$ cat src/rtl/apb_sl_frontend.sv
// APB3 slave front end: CPU writes become tagged command-FIFO pushes, RSP reads pop the response FIFO.
// Define APB_SL_TIMEOUT_EN to build the WAIT-state timeout (wait counter and TOERR).
module apb_sl_frontend #(
  parameter int unsigned TIMEOUT_CYCLES = 255
) (
  input  logic        clk,
  input  logic        rst_n,
  input  logic        psel,
  input  logic        penable,
  input  logic        pwrite,
  input  logic [7:0]  paddr,
  input  logic [31:0] pwdata,
  output logic [31:0] prdata,
  output logic        pready,
  output logic        pslverr,
  input  logic        cmd_full,
  output logic [33:0] cmd_data,
  output logic        cmd_inc,
  input  logic        rsp_empty,
  input  logic [33:0] rsp_data,
  output logic        rsp_inc,
  output logic        irq
);
  localparam int S_IDLE = 0;
  localparam int S_WAIT = 1;
  localparam int S_PUSH = 2;
  localparam int S_POP  = 3;
  localparam int S_ACK  = 4;
  localparam int S_ERR  = 5;
  localparam logic [5:0] ST_IDLE = 6'b000001;

  localparam logic [5:0] IDX_CHAN   = 6'h00;
  localparam logic [5:0] IDX_CONFIG = 6'h01;
  localparam logic [5:0] IDX_DATA   = 6'h02;
  localparam logic [5:0] IDX_RSP    = 6'h03;
  localparam logic [5:0] IDX_STATUS = 6'h04;
  localparam logic [5:0] IDX_IRQEN  = 6'h05;

  logic [5:0]  state_q, state_d;
  logic [31:0] prdata_q, prdata_d;
  logic        pready_q, pready_d;
  logic        pslverr_q, pslverr_d;
  logic [33:0] cmd_data_q, cmd_data_d;
  logic        cmd_inc_q, cmd_inc_d;
  logic        rsp_inc_q, rsp_inc_d;
  logic        irq_q, irq_d;
  logic [1:0]  mod_q, mod_d;
  logic [1:0]  irqen_q, irqen_d;
  logic        addrerr_q, addrerr_d;
  logic        toerr_q;

  logic [5:0]  reg_idx;
  logic        access, is_push, is_pop, is_csr, is_illegal, res_ready, timeout_hit;
  logic        csr_take, status_w1c, irqen_wr, addrerr_set;
  logic [33:0] push_word;
  logic [31:0] status_word, csr_rdata;
  logic        unused_addr_lsb;

  assign reg_idx         = paddr[7:2];
  assign unused_addr_lsb = ^paddr[1:0];
  assign access          = psel & penable;
  assign is_push    = pwrite & ((reg_idx == IDX_CHAN) | (reg_idx == IDX_CONFIG) | (reg_idx == IDX_DATA));
  assign is_pop     = ~pwrite & (reg_idx == IDX_RSP);
  assign is_csr     = (reg_idx == IDX_STATUS) | (reg_idx == IDX_IRQEN);
  assign is_illegal = ~(is_push | is_pop | is_csr);
  assign res_ready  = is_push ? ~cmd_full : ~rsp_empty;

  always_comb begin
    case (reg_idx)
      IDX_CHAN:   push_word = {2'd3, pwdata};
      IDX_CONFIG: push_word = {2'd0, pwdata};
      default:    push_word = {2'd1, pwdata};
    endcase
  end

  assign status_word = {22'd0, addrerr_q, toerr_q, 4'd0, mod_q, cmd_full, ~rsp_empty};
  assign csr_rdata   = (reg_idx == IDX_STATUS) ? status_word : {30'd0, irqen_q};

  // Next-state logic; the FSM only acts on an APB access phase.
  always_comb begin
    state_d = '0;
    case (1'b1)
      state_q[S_IDLE]: begin
        if (!access)                 state_d[S_IDLE] = 1'b1;
        else if (is_illegal)         state_d[S_ERR]  = 1'b1;
        else if (is_csr)             state_d[S_ACK]  = 1'b1;
        else if (!res_ready)         state_d[S_WAIT] = 1'b1;
        else if (is_push)            state_d[S_PUSH] = 1'b1;
        else                         state_d[S_POP]  = 1'b1;
      end
      state_q[S_WAIT]: begin
        if (!psel)                   state_d[S_IDLE] = 1'b1;
        else if (res_ready && is_push) state_d[S_PUSH] = 1'b1;
        else if (res_ready)          state_d[S_POP]  = 1'b1;
        else if (timeout_hit)        state_d[S_ERR]  = 1'b1;
        else                         state_d[S_WAIT] = 1'b1;
      end
      default:                       state_d[S_IDLE] = 1'b1;
    endcase
  end

  // Output values are prepared from the next state so every output is a flop.
  always_comb begin
    pready_d   = state_d[S_PUSH] | state_d[S_POP] | state_d[S_ACK] | state_d[S_ERR];
    pslverr_d  = state_d[S_ERR];
    cmd_inc_d  = state_d[S_PUSH];
    rsp_inc_d  = state_d[S_POP];
    cmd_data_d = '0;
    prdata_d   = '0;
    if (state_d[S_PUSH]) cmd_data_d = push_word;
    if (state_d[S_POP])                 prdata_d = rsp_data[31:0];
    else if (state_d[S_ACK] && !pwrite) prdata_d = csr_rdata;
  end

  assign csr_take    = state_q[S_IDLE] & state_d[S_ACK];
  assign status_w1c  = csr_take & pwrite & (reg_idx == IDX_STATUS);
  assign irqen_wr    = csr_take & pwrite & (reg_idx == IDX_IRQEN);
  assign addrerr_set = state_q[S_IDLE] & state_d[S_ERR];

  // Sticky bits: a set in the same cycle as a clear wins.
  always_comb begin
    mod_d     = state_d[S_POP] ? rsp_data[33:32] : mod_q;
    irqen_d   = irqen_wr ? pwdata[1:0] : irqen_q;
    addrerr_d = (addrerr_q & ~(status_w1c & pwdata[9])) | addrerr_set;
    irq_d     = (irqen_q[0] & ~rsp_empty) | (irqen_q[1] & (toerr_q | addrerr_q));
  end

`ifdef APB_SL_TIMEOUT_EN
  localparam logic [15:0] TIMEOUT_LIM = 16'(TIMEOUT_CYCLES);
  logic [15:0] wait_cnt_q, wait_cnt_d;
  logic        toerr_d;

  // Counter is 1 in the first WAIT cycle, so the error lands after TIMEOUT_CYCLES+1 wait states.
  assign timeout_hit = (wait_cnt_q == TIMEOUT_LIM);

  always_comb begin
    wait_cnt_d = '0;
    if (state_d[S_WAIT]) wait_cnt_d = state_q[S_WAIT] ? wait_cnt_q + 16'd1 : 16'd1;
    toerr_d = (toerr_q & ~(status_w1c & pwdata[8])) | (state_q[S_WAIT] & state_d[S_ERR]);
  end

  always_ff @(posedge clk or negedge rst_n) begin
    if (!rst_n) begin
      wait_cnt_q <= '0;
      toerr_q    <= 1'b0;
    end else begin
      wait_cnt_q <= wait_cnt_d;
      toerr_q    <= toerr_d;
    end
  end
`else
  logic unused_timeout_cfg;
  assign timeout_hit        = 1'b0;
  assign toerr_q            = 1'b0;
  assign unused_timeout_cfg = (TIMEOUT_CYCLES == 0);
`endif

  always_ff @(posedge clk or negedge rst_n) begin
    if (!rst_n) begin
      state_q    <= ST_IDLE;
      prdata_q   <= '0;
      pready_q   <= 1'b0;
      pslverr_q  <= 1'b0;
      cmd_data_q <= '0;
      cmd_inc_q  <= 1'b0;
      rsp_inc_q  <= 1'b0;
      irq_q      <= 1'b0;
      mod_q      <= '0;
      irqen_q    <= '0;
      addrerr_q  <= 1'b0;
    end else begin
      state_q    <= state_d;
      prdata_q   <= prdata_d;
      pready_q   <= pready_d;
      pslverr_q  <= pslverr_d;
      cmd_data_q <= cmd_data_d;
      cmd_inc_q  <= cmd_inc_d;
      rsp_inc_q  <= rsp_inc_d;
      irq_q      <= irq_d;
      mod_q      <= mod_d;
      irqen_q    <= irqen_d;
      addrerr_q  <= addrerr_d;
    end
  end

  assign prdata   = prdata_q;
  assign pready   = pready_q;
  assign pslverr  = pslverr_q;
  assign cmd_data = cmd_data_q;
  assign cmd_inc  = cmd_inc_q;
  assign rsp_inc  = rsp_inc_q;
  assign irq      = irq_q;
endmodule

$ cat config.mk
export PLATFORM = sky130hd
export DESIGN_NAME = apb_sl_frontend
export DESIGN_NICKNAME = d
export VERILOG_FILES = /design/src/rtl/apb_sl_frontend.sv
export SDC_FILE = /design/constraint.sdc
export NUM_CORES = 1
export LEC_CHECK = 0
export ABC_AREA = 0
export CAP_MARGIN = 20
export CORE_MARGIN = 3
export CORE_UTILIZATION = 36
export DETAILED_ROUTE_END_ITERATION = 8
export GPL_TIMING_DRIVEN = 0
export PLACE_DENSITY = 0.81
export RECOVER_POWER = 50
export SETUP_SLACK_MARGIN = 0.4
export SKIP_LAST_GASP = 1
export SLEW_MARGIN = 25
export SYNTH_ARGS = -nofsm -noshare
export SYNTH_HDL_FRONTEND = slang
export SYNTH_SLANG_ARGS = --single-unit
$ cat constraint.sdc
create_clock -name clk -period 4.4 [get_ports clk]
set_input_delay 0.66 -clock clk [delete_from_list [all_inputs] [get_ports clk]]
set_output_delay 0.66 -clock clk [all_outputs]
set_load 0.01 [all_outputs]
==> flow_summary.json <==
{
  "worstSetupPathType": "in -> reg",
  "syn2layout_area_growth_pct": 66.11,
  "skew_ps": 6.268,
  "grt_start_max_net_pins": 47,
  "holdPathStages": 1,
  "synth_top_cell_by_area": "dfrtp_1",
  "swShare_pct": 20.98,
  "path_clk_slew_ps": 80,
  "ys_top_cells_by_area": "dfrtp_1, and2_1, and3_1",
  "cts_tree": "yes",
  "p_leak_nw": 2.247,
  "cts_setup_buffers": 0,
  "insertion_delay_ps": 340,
  "avgSynthCellArea_um2": 13.79,
  "cpPeakStageDelay_ps": 600,
  "p_clk_share_pct": 40.4,
  "max_cap_violations": 1,
  "syn_area_um2": 2773,
  "ys_warn_count": 0,
  "async_flop_share_pct": 100.0,
  "cts_max_level": 3,
  "cp.arrival_ps": 2840,
  "hold_viol": 0,
  "post-route-period-util_pct": 59.55,
  "synth_cells": 201,
  "firstDrtPassIters": 4,
  "grt_pass1_wl_mm": 10.98,
  "root_buffer": "clkbuf_8",
  "violations": "capacitance limit, slew limit",
  "crit_start": "paddr[5]",
  "r2r-start": "state_q[0]",
  "die_h_um": 93.76,
  "antenna_found_initial": 0,
  "drive_above_1_share_pct": 7.923,
  "critPathMaxFanout": 10,
  "synth_edf_count": 0,
  "required_ps": 4620,
  "via_per_inst": 4.561,
  "drt-total-wl_mm": 6.906,
  "rsz0062_at_grt": "no",
  "power_frac_seq_pct": 51.4,
  "die_width_um": 93.76,
  "io_buffers": 148,
  "p_switching_mw": 0.2954,
  "grt.total_usage_pct": 16.43,
  "start_util_pct": 37.62,
  "slew_headroom_pct": -21.53,
  "dr_total_vias": 2121,
  "rr_worst_depth": 5,
  "cp-end-kind": "flip-flop",
  "gp_congestion": 0.8583,
  "crit_path_cell_trace": "clkdlybuf4s50_1 > or4_4 > o31ai_4 > and2_1 > buf_6 > mux2_4",
  "path_delay_family": "simple AND/OR/NAND/NOR gates",
  "worst_pin_slew_ps": 1823,
  "p_per_area_nw_per_um2": 305.8,
  "core_area_um2": 7370,
  "power_mw": 1.408,
  "synth_top_flop_cell": "dfrtp_1",
  "crit_end": "mod_q[0]",
  "fin_crit_ps": 2620,
  "die_area_um2": 8791,
  "ys_types": 35,
  "clk_path_buf_depth": 2,
  "synth_nets": 282,
  "drtIter0Drc": 76,
  "crit_buf_inv": 2,
  "dpl.cell_count": 449,
  "ys_seq_area_share_pct": 70.44,
  "gr-total-overflow": 0,
  "ioPinCount": 152,
  "ff2ff_setup_slack_ps": 2260,
  "wl_per_cell_um": 14.85,
  "fin_setup_tns_ps": 0,
  "pwr-share-comb_pct": 8.2,
  "ys_seq_elements": 78,
  "cts_sinks": 78,
  "cts_resized": 0,
  "finalNetCount": 442,
  "max_freq_mhz": 381.7,
  "fillCellCount": 600,
  "p_int_mw": 1.113,
  "status": "finished with violations",
  "cts_inserted_buffers": 9,
  "crit_path_start_kind": "primary input",
  "r2r-end": "mod_q[0]",
  "grt_pass1_vias": 2169,
  "hold_buffers": 0,
  "crit_cells": 6,
  "final_max_slew_viol_count": 33,
  "row_count": 31,
  "vdd.ir_drop.worst_mv": 0.1717,
  "postRouteAntennaNets": 0,
  "setup_viol": 0,
  "synth_top_area_share_pct": 69.49,
  "layoutNonFillerInstCount": 465,
  "cp_slowest_cell": "or4_4",
  "hp-class": "reg -> reg",
  "n_antenna_cell": 0,
  "drc": 0,
  "dpl.hpwl_mm": 5.369
}
## area by class of cell
class	count	area (um^2)	area share [%]
Clock buffer	10	127.6	2.771
Timing Repair Buffer	149	1495	32.46
Clock inverter	6	86.33	1.874
Buffer	10	46.29	1.005
Tap cell	99	123.9	2.689
Sequential cell	78	1953	42.41
Inverter	1	3.754	0.08150
Multi-Input combinational cell	112	769.5	16.71
## sequential cells by signal (all words and copies together) (netlist names)
| register | count |
|---|---|
| cmd_data | 34 |
| irqen_q | 2 |
| addrerr_q | 1 |
| pready | 1 |
| pslverr | 1 |
| mod_q | 2 |
| state_q | 2 |
| cmd_inc | 1 |
| rsp_inc | 1 |
| irq | 1 |
| prdata | 32 |
## cells in the mapped netlist, types with 2 or more instances
cell type,instances
nand3b_1,3
o21ai_0,3
and2_1,33
a22o_1,5
nand2_1,8
nor3b_1,2
mux2_4,2
a21oi_1,3
clkbuf_1,8
nor3_1,2
dfrtp_1,77
mux2_2,3
and3_1,28
nor4_1,3
## stage by stage
stage          cell area, um^2  hold WS (ps)  util (%)  setup WS [ps]
2_1_floorplan             2773         364.4         -           2119
3_5_place_dp              4395         477.1     59.64           1408
3_3_place_gp              4378         472.9     59.41          111.9
6_report                  4606         495.1     62.50           1780
4_1_cts                   4609         260.5     62.55           1766
5_1_grt                   4606         533.1     62.50           1685
## logic make-up after synthesis
family,share of synthesized area [%]
mux,2.662
simple gates,19.45
buf+inv,1.805
flops,70.44
compound gates,5.641
## power groups by stage
stage | logic [mW] | registers, mW | clock network [mW]
after floorplan | 0.0190 | 0.739 | 0
after global placement | 0.114 | 0.738 | 0
after detailed placement | 0.118 | 0.737 | 0
after CTS | 0.119 | 0.723 | 0.585
after global routing | 0.127 | 0.724 | 0.622
final | 0.115 | 0.723 | 0.570
## metal layers
| layer | vias to the layer above | share of wire, % | GRT usage [%] |
|---|---|---|---|
| met5 | - | 0 | 0 |
| met4 | 0 | 1.8 | 6.017 |
| met3 | 10 | 7.6 | 4.567 |
| met2 | 93 | 52 | 28.50 |
| met1 | 1016 | 39 | 19.35 |
| li1 | 1002 | - | - |
## worst min path at each step
| stage | from | to | slack (ps) |
|---|---|---|---|
| finish | mod_q[0] | prdata[2] | 500 |
| global route | mod_q[0] | prdata[2] | 530 |
| CTS | rst_n | cmd_data[21] | 260 |
| detailed placement | mod_q[0] | prdata[2] | 480 |
| global placement | mod_q[1] | prdata[3] | 470 |
| floorplan | rst_n | addrerr_q | 360 |
## layout by cell type (no fill, tap or decap), types with 2 or more instances in the layout
cell | synthesis | routed
clkdlybuf4s50_1 | 0 | 112
dfrtp_1 | 77 | 77
dlygate4sd3_1 | 0 | 35
and2_1 | 33 | 33
and3_1 | 28 | 28
clkbuf_1 | 8 | 10
clkbuf_8 | 0 | 9
nand2_1 | 8 | 8
a22o_1 | 5 | 5
nor4_1 | 3 | 3
mux2_2 | 3 | 3
nand3b_1 | 3 | 3
o21ai_0 | 3 | 3
a21oi_1 | 3 | 3
nor3_1 | 2 | 2
nor3b_1 | 2 | 2
mux2_4 | 2 | 2
bufinv_16 | 0 | 2
clkinv_2 | 0 | 2
## worst reg2reg max path: stages (launching register included)
cell and delay, ps:
dfstp_2 390, nand3b_1 260, a221oi_2 710, and2_1 240, buf_6 130, mux2_4 300
Note: power is estimated with default switching activity, not from simulation.
